**config.mk**
```make
export PLATFORM = sky130hd
export DESIGN_NAME = bcd_to_bin
export DESIGN_NICKNAME = d
export VERILOG_FILES = /design/src/rtl/bcd_to_bin.sv
export SDC_FILE = /design/constraint.sdc
export NUM_CORES = 1
export LEC_CHECK = 0
export CAP_MARGIN = 10
export CORE_UTILIZATION = 46
export DETAILED_ROUTE_END_ITERATION = 10
export GPL_ROUTABILITY_DRIVEN = 0
export PLACE_DENSITY = 0.72
export SYNTH_ARGS = -nofsm -noshare
export SYNTH_HDL_FRONTEND = slang
export SYNTH_SLANG_ARGS = --single-unit
```
**constraint.sdc**
```tcl
create_clock -name i_Clk -period 1.4 [get_ports i_Clk]
set_input_delay 0.35 -clock i_Clk [delete_from_list [all_inputs] [get_ports i_Clk]]
set_output_delay 0.35 -clock i_Clk [all_outputs]
set_load 0.05 [all_outputs]
```
**src/rtl/bcd_to_bin.sv**
```systemverilog
// Multi-cycle packed-BCD to binary decoder (reverse double-dabble, one bit per clock).
// Optional nibble range check is enabled by defining BCD_TO_BIN_ERR_CHECK_EN.
//
//  state   | meaning
//  --------+-----------------------------------------------------------
//  S_IDLE  | waiting for a request, o_Ready high
//  S_SHIFT | N shift/correct steps on the work register
//  S_DONE  | result presented on o_Bin/o_Err, waiting for i_Ready
module bcd_to_bin #(
    parameter int DIGITS = 2
) (
    input  logic                  i_Clk,
    input  logic                  i_Rst_n,
    input  logic                  i_Valid,
    output logic                  o_Ready,
    input  logic [4*DIGITS-1:0]   i_BCD,
    output logic                  o_Valid,
    input  logic                  i_Ready,
    output logic [4*DIGITS-1:0]   o_Bin,
    output logic                  o_Err
);
    localparam int N  = 4 * DIGITS;
    localparam int CW = $clog2(N) + 1;

    typedef enum logic [1:0] {
        S_IDLE  = 2'd0,
        S_SHIFT = 2'd1,
        S_DONE  = 2'd2
    } state_t;

    state_t           r_state;
    state_t           w_state_next;
    logic [2*N-1:0]   r_work;
    logic [2*N-1:0]   w_shifted;
    logic [2*N-1:0]   w_work_next;
    logic [CW-1:0]    r_cnt;
    logic [N-1:0]     r_bin;
    logic             w_last;
    logic             w_err_in;
    logic             r_err;

    assign w_last = (r_cnt == CW'(N - 1));

    // Shift right, then pull every BCD nibble that landed at >= 8 back by 3.
    always_comb begin
        w_shifted   = r_work >> 1;
        w_work_next = w_shifted;
        for (int d = 0; d < DIGITS; d++) begin
            if (w_shifted[N + 4*d + 3 -: 4] >= 4'd8) begin
                w_work_next[N + 4*d + 3 -: 4] = w_shifted[N + 4*d + 3 -: 4] - 4'd3;
            end
        end
    end

`ifdef BCD_TO_BIN_ERR_CHECK_EN
    always_comb begin
        w_err_in = 1'b0;
        for (int d = 0; d < DIGITS; d++) begin
            if (i_BCD[4*d + 3 -: 4] > 4'd9) begin
                w_err_in = 1'b1;
            end
        end
    end
`else
    assign w_err_in = 1'b0;
`endif

    always_ff @(posedge i_Clk or negedge i_Rst_n) begin
        if (!i_Rst_n) begin
            r_state <= S_IDLE;
        end else begin
            r_state <= w_state_next;
        end
    end

    always_comb begin
        w_state_next = r_state;
        case (r_state)
            S_IDLE:  if (i_Valid) w_state_next = S_SHIFT;
            S_SHIFT: if (w_last)  w_state_next = S_DONE;
            S_DONE:  if (i_Ready) w_state_next = S_IDLE;
            default: w_state_next = S_IDLE;
        endcase
    end

    always_ff @(posedge i_Clk or negedge i_Rst_n) begin
        if (!i_Rst_n) begin
            r_work <= '0;
            r_cnt  <= '0;
            r_bin  <= '0;
            r_err  <= 1'b0;
        end else begin
            case (r_state)
                S_IDLE: begin
                    if (i_Valid) begin
                        r_work <= {i_BCD, {N{1'b0}}};
                        r_cnt  <= '0;
                        r_err  <= w_err_in;
                    end
                end
                S_SHIFT: begin
                    r_work <= w_work_next;
                    r_cnt  <= r_cnt + CW'(1);
                    if (w_last) begin
                        r_bin <= r_err ? '0 : w_work_next[N-1:0];
                    end
                end
                default: ;
            endcase
        end
    end

    assign o_Ready = (r_state == S_IDLE);
    assign o_Valid = (r_state == S_DONE);
    assign o_Bin   = r_bin;
`ifdef BCD_TO_BIN_ERR_CHECK_EN
    assign o_Err   = o_Valid & r_err;
`else
    assign o_Err   = 1'b0;
`endif

endmodule

```
==> results of run 1 <==
[synthesized netlist by cell type, types with 2 or more instances]
master / instances / area share
nor3b_1: 2 / 0.011
a21oi_1: 7 / 0.026
ha_1: 3 / 0.028
a31oi_1: 4 / 0.019
nor2_1: 3 / 0.0085
inv_1: 5 / 0.014
nor2b_1: 4 / 0.019
buf_2: 2 / 0.0075
nand2_1: 5 / 0.014
buf_6: 2 / 0.017
a22o_1: 8 / 0.053
dfrtp_1: 29 / 0.55
clkbuf_1: 2 / 0.0056
o22ai_1: 10 / 0.047
o21ai_0: 3 / 0.011
mux2_2: 8 / 0.068
[what timing repair did]
item	4_1_cts	5_1_grt
pin swaps	1	2
buffers inserted	4	2
resized for setup	6	7
gates cloned	0	0
endpoints found under the setup margin	11	18
[final cells by class]
cell class | instances | area, sq um | area share
Sequential cell | 29 | 726.9 | 0.3812
Multi-Input combinational cell | 72 | 570.5 | 0.2992
Timing Repair Buffer | 41 | 496.7 | 0.2605
Clock buffer | 6 | 41.29 | 0.02165
Tap cell | 31 | 38.79 | 0.02034
Inverter | 6 | 22.52 | 0.01181
Clock inverter | 2 | 10.01 | 0.005249
[final timing paths]
check	from	end	slack (ps)	depth (start not counted)
min	i_Rst_n	r_work[10]$_DFFE_PN0P_	370	2
min reg2reg	r_work[1]$_DFFE_PN0P_	r_work[1]$_DFFE_PN0P_	510	1
max	r_state[0]$_DFFE_PN0P_	o_Ready	-110	3
min in group i_Clk	r_work[1]$_DFFE_PN0P_	r_work[1]$_DFFE_PN0P_	510	1
max in group asynchronous	i_Rst_n	r_state[0]$_DFFE_PN0P_	830	2
max reg2reg	r_state[1]$_DFFE_PN0P_	o_Bin[6]$_DFFE_PN0P_	-100	5
[logic make-up (layout without fill, tap and decap cells)]
kind of cell / count (synthesis) / after routing
other cells: 1 / 1
buf+inv: 14 / 55
xor+xnor: 2 / 2
compound gates: 39 / 39
fa+ha+maj: 3 / 3
flops: 29 / 29
simple gates: 19 / 19
mux: 8 / 8
[metrics by stage]
step | hold WS (ps) | cells | TNS [ps]
global placement | 487.1 | 173 | -1297
finish | 371.0 | 187 | -973.2
detailed placement | 482.8 | 173 | -1650
CTS | 372.0 | 185 | -733.9
global route | 389.9 | 187 | -1319
floorplan | 54.41 | 115 | -840.7
[layer usage]
| metal | wire [um] | share of wire | track usage |
|---|---|---|---|
| met5 | 0 | 0 | 0 |
| met4 | 21 | 0.0072 | 0.07857 |
| met2 | 1382 | 0.48 | 0.3184 |
| met3 | 248 | 0.086 | 0.08605 |
| met1 | 1248 | 0.43 | 0.2609 |
[state kept, by name (all words and copies together), names as in the netlist]
name	cells
r_work	15
o_Bin	8
r_cnt	4
r_state	2
[power by group through the flow]
stage               registers [uW]  logic, uW  clock network (uW)
finish                        1590       2660                 490
global route                  1640       2840                 531
CTS                           1580       2540                 495
detailed placement            1610       2410                   0
global placement              1600       2350                   0
floorplan                     1810       1190                   0
==> impl_summary.md, run 1 <==
Outcome
The run finished, with violations left. The checks that failed: setup timing.

Placed design
OpenSTA, run right after detailed placement, puts the worst setup slack at -156.2 ps. The placed wire-length estimate after detailed placement is 1837 um. During placement, the flow inserted port buffers numbering 21. Summing all placed instances gives a cell area of 1764 sq um.

Pwr
The analysis attributes to cell leakage a power of roughly 0.00087 uW. The combinational power share is 0.561. The total design power is 4744 uW. In this run the power density over the cells is about 2500 nW/um^2. Of the total power, the share spent switching nets is 0.4037.

The switching power of the nets is 1915 uW. Internal power comes to approximately 2800 uW. The maximum resistive drop on vdd is between 1.5 and 2 mV.

The proportion of power drawn by the clock network is 0.103. The fraction of power consumed by sequential logic is 0.336.

Final layout
The count of inserted antenna diode cells is 0. The library cells used most frequently in the layout, excluding fill and tap cells, are dfrtp_1, buf_4, buf_12, clkdlybuf4s50_1, o22ai_1. Of the cells placed in the final design, the portion with a size suffix greater than 1 is 0.3526. Counting the fill cells in the layout gives 206. For this run, the share of the core covered by cells in the final layout is 0.6915. The final standard cell area without fillers is 1907 sq um. The library cell used most frequently in the layout, excluding fill and tap cells, is dfrtp_1. The number of nets in the layout is 170. Compared with the post-synthesis result, the final layout area differs by 43.23%.

Synthesis
By area, the combinational part of the netlist is dominated by compound AO/OA/AOI/OAI gates. Counting distinct cell types in the post-synthesis netlist gives 34. The count of flip-flops with a built-in enable after synthesis is 0. After synthesis, the mean cell area works out to about 12 sq um. Of the synthesized area, sequential elements account for 0.5451. The compound-gate portion of the synthesized area is 0.1992. The synthesized cell area is 1331 sq um. Synthesis produced approximately 120 cells.

The portion of synthesized area spent on multiplexers is 0.06767. The post-synth net total is 130. The number of flip-flops and latches in the synthesized netlist is 29. The number of warnings printed during yosys synthesis is 0.

For this run, the leading register cell type out of synthesis is dfrtp_1. The xor/xnor cell area share of the yosys netlist is 0.01316. Of the total synthesized cell area, the portion taken by AND, OR, NAND and NOR gates is 0.08835. For this run, asynchronously set or reset flops after synthesis account for 1.000. The post-synthesis share of cell area spent on full adders, half adders and majority gates is 0.02820.

Clock network
Hold repair after CTS inserted 0 buffers. TritonCTS built the clock tree. Clock-pin slew was measured on the worst setup and hold paths at 100 ps.

Clock tree synthesis selected as its root buffer the cell clkbuf_4. The clock latency of the later-clocked register in the worst-skew pair is 330 ps. The CTS buffer count is 5. The buffer levels on the longest clock path is 2. The sink count of the clock tree is 29.

The H-tree generated during clock tree synthesis spans 2 levels.

Floorplanning
The placeable core area is 2758 sq um. The area of the die is a little over 3000 sq um. Measured along the y axis, the die boundary spans roughly 56 um. The die is 55.80 um wide. After floorplanning, the core was divided into 19 placement rows. For this design the top-level I/O count stands at 23. For this configuration, the core starts out at a cell density of 0.4828.

Detailed routing
The remaining number of nets flagged by the antenna check after routing is 0. The routed layout has 1067 vias. The first-pass detailed-route iteration total is 5. The per-cell routed wire length is about 16 um.

The remaining routing DRC violations is 0. Summed over all layers, the routed wires come to about 2900 um. The DRC violation total after the first TritonRoute iteration is 47. In the routed layout, each cell is associated on average with a via count of ~5.7.

Global routing
The number of global-route vias before repair is ~1100. The first global-routing pass estimated 4809 um of wire. The initial antenna violation count was 0.

The remaining global-route overflow is 0. The largest net degree at the start of global routing is 30. The all-layer global routing usage is 0.2069.

Worst setup path
The maximum cell stage delay along the critical path is ~430 ps. Together, buffers and inverters on the worst path number 2. Data on the critical path arrives at its endpoint at 1160 ps. Among all stages on the critical path, the largest delay is contributed by dfrtp_2. The required time of the worst setup path is 1050 ps. The cell family contributing the most delay on the critical path is flip-flops. The critical path goes through buf_6 -> nor2_4 -> buf_12.

Along the worst path, the maximum fanout reaches 5. The type of element launching the critical path is a flop. The worst setup path is captured at an output pin.

The worst setup path category is reg -> out.

Timing
Dividing the final minimum period by the clock period gives 1.080. Setup repair after global routing could not meet its margin everywhere. Derived from the worst setup path, the maximum achievable clock frequency is 661.6 MHz. The max-slew violation count is 0. The number of failing hold endpoints at the final stage was 0. Setup violations remaining at the end of the flow were counted as 10. The final critical-path required period is ~1500 ps.

In the post-route analysis, the smallest setup slack over all paths is -111.4 ps. The final setup skew is 12.20 ps.

Worst hold path
The type of the worst min-delay path is in -> async.

Job
The tool flagged a number of max-cap violations equal to 0.
Note: power is estimated with default switching activity, not from simulation.
==> inputs of run 2 (changes only) <==
--- a/config.mk
+++ b/config.mk
@@ -7,6 +7,7 @@
 export LEC_CHECK = 0
 export CAP_MARGIN = 10
 export CORE_UTILIZATION = 46
+export CTS_CLUSTER_SIZE = 24
 export DETAILED_ROUTE_END_ITERATION = 10
 export GPL_ROUTABILITY_DRIVEN = 0
 export PLACE_DENSITY = 0.72
==> results of run 2 <==
Same layout as run 1: the final DEF is identical, and so are final timing and power.
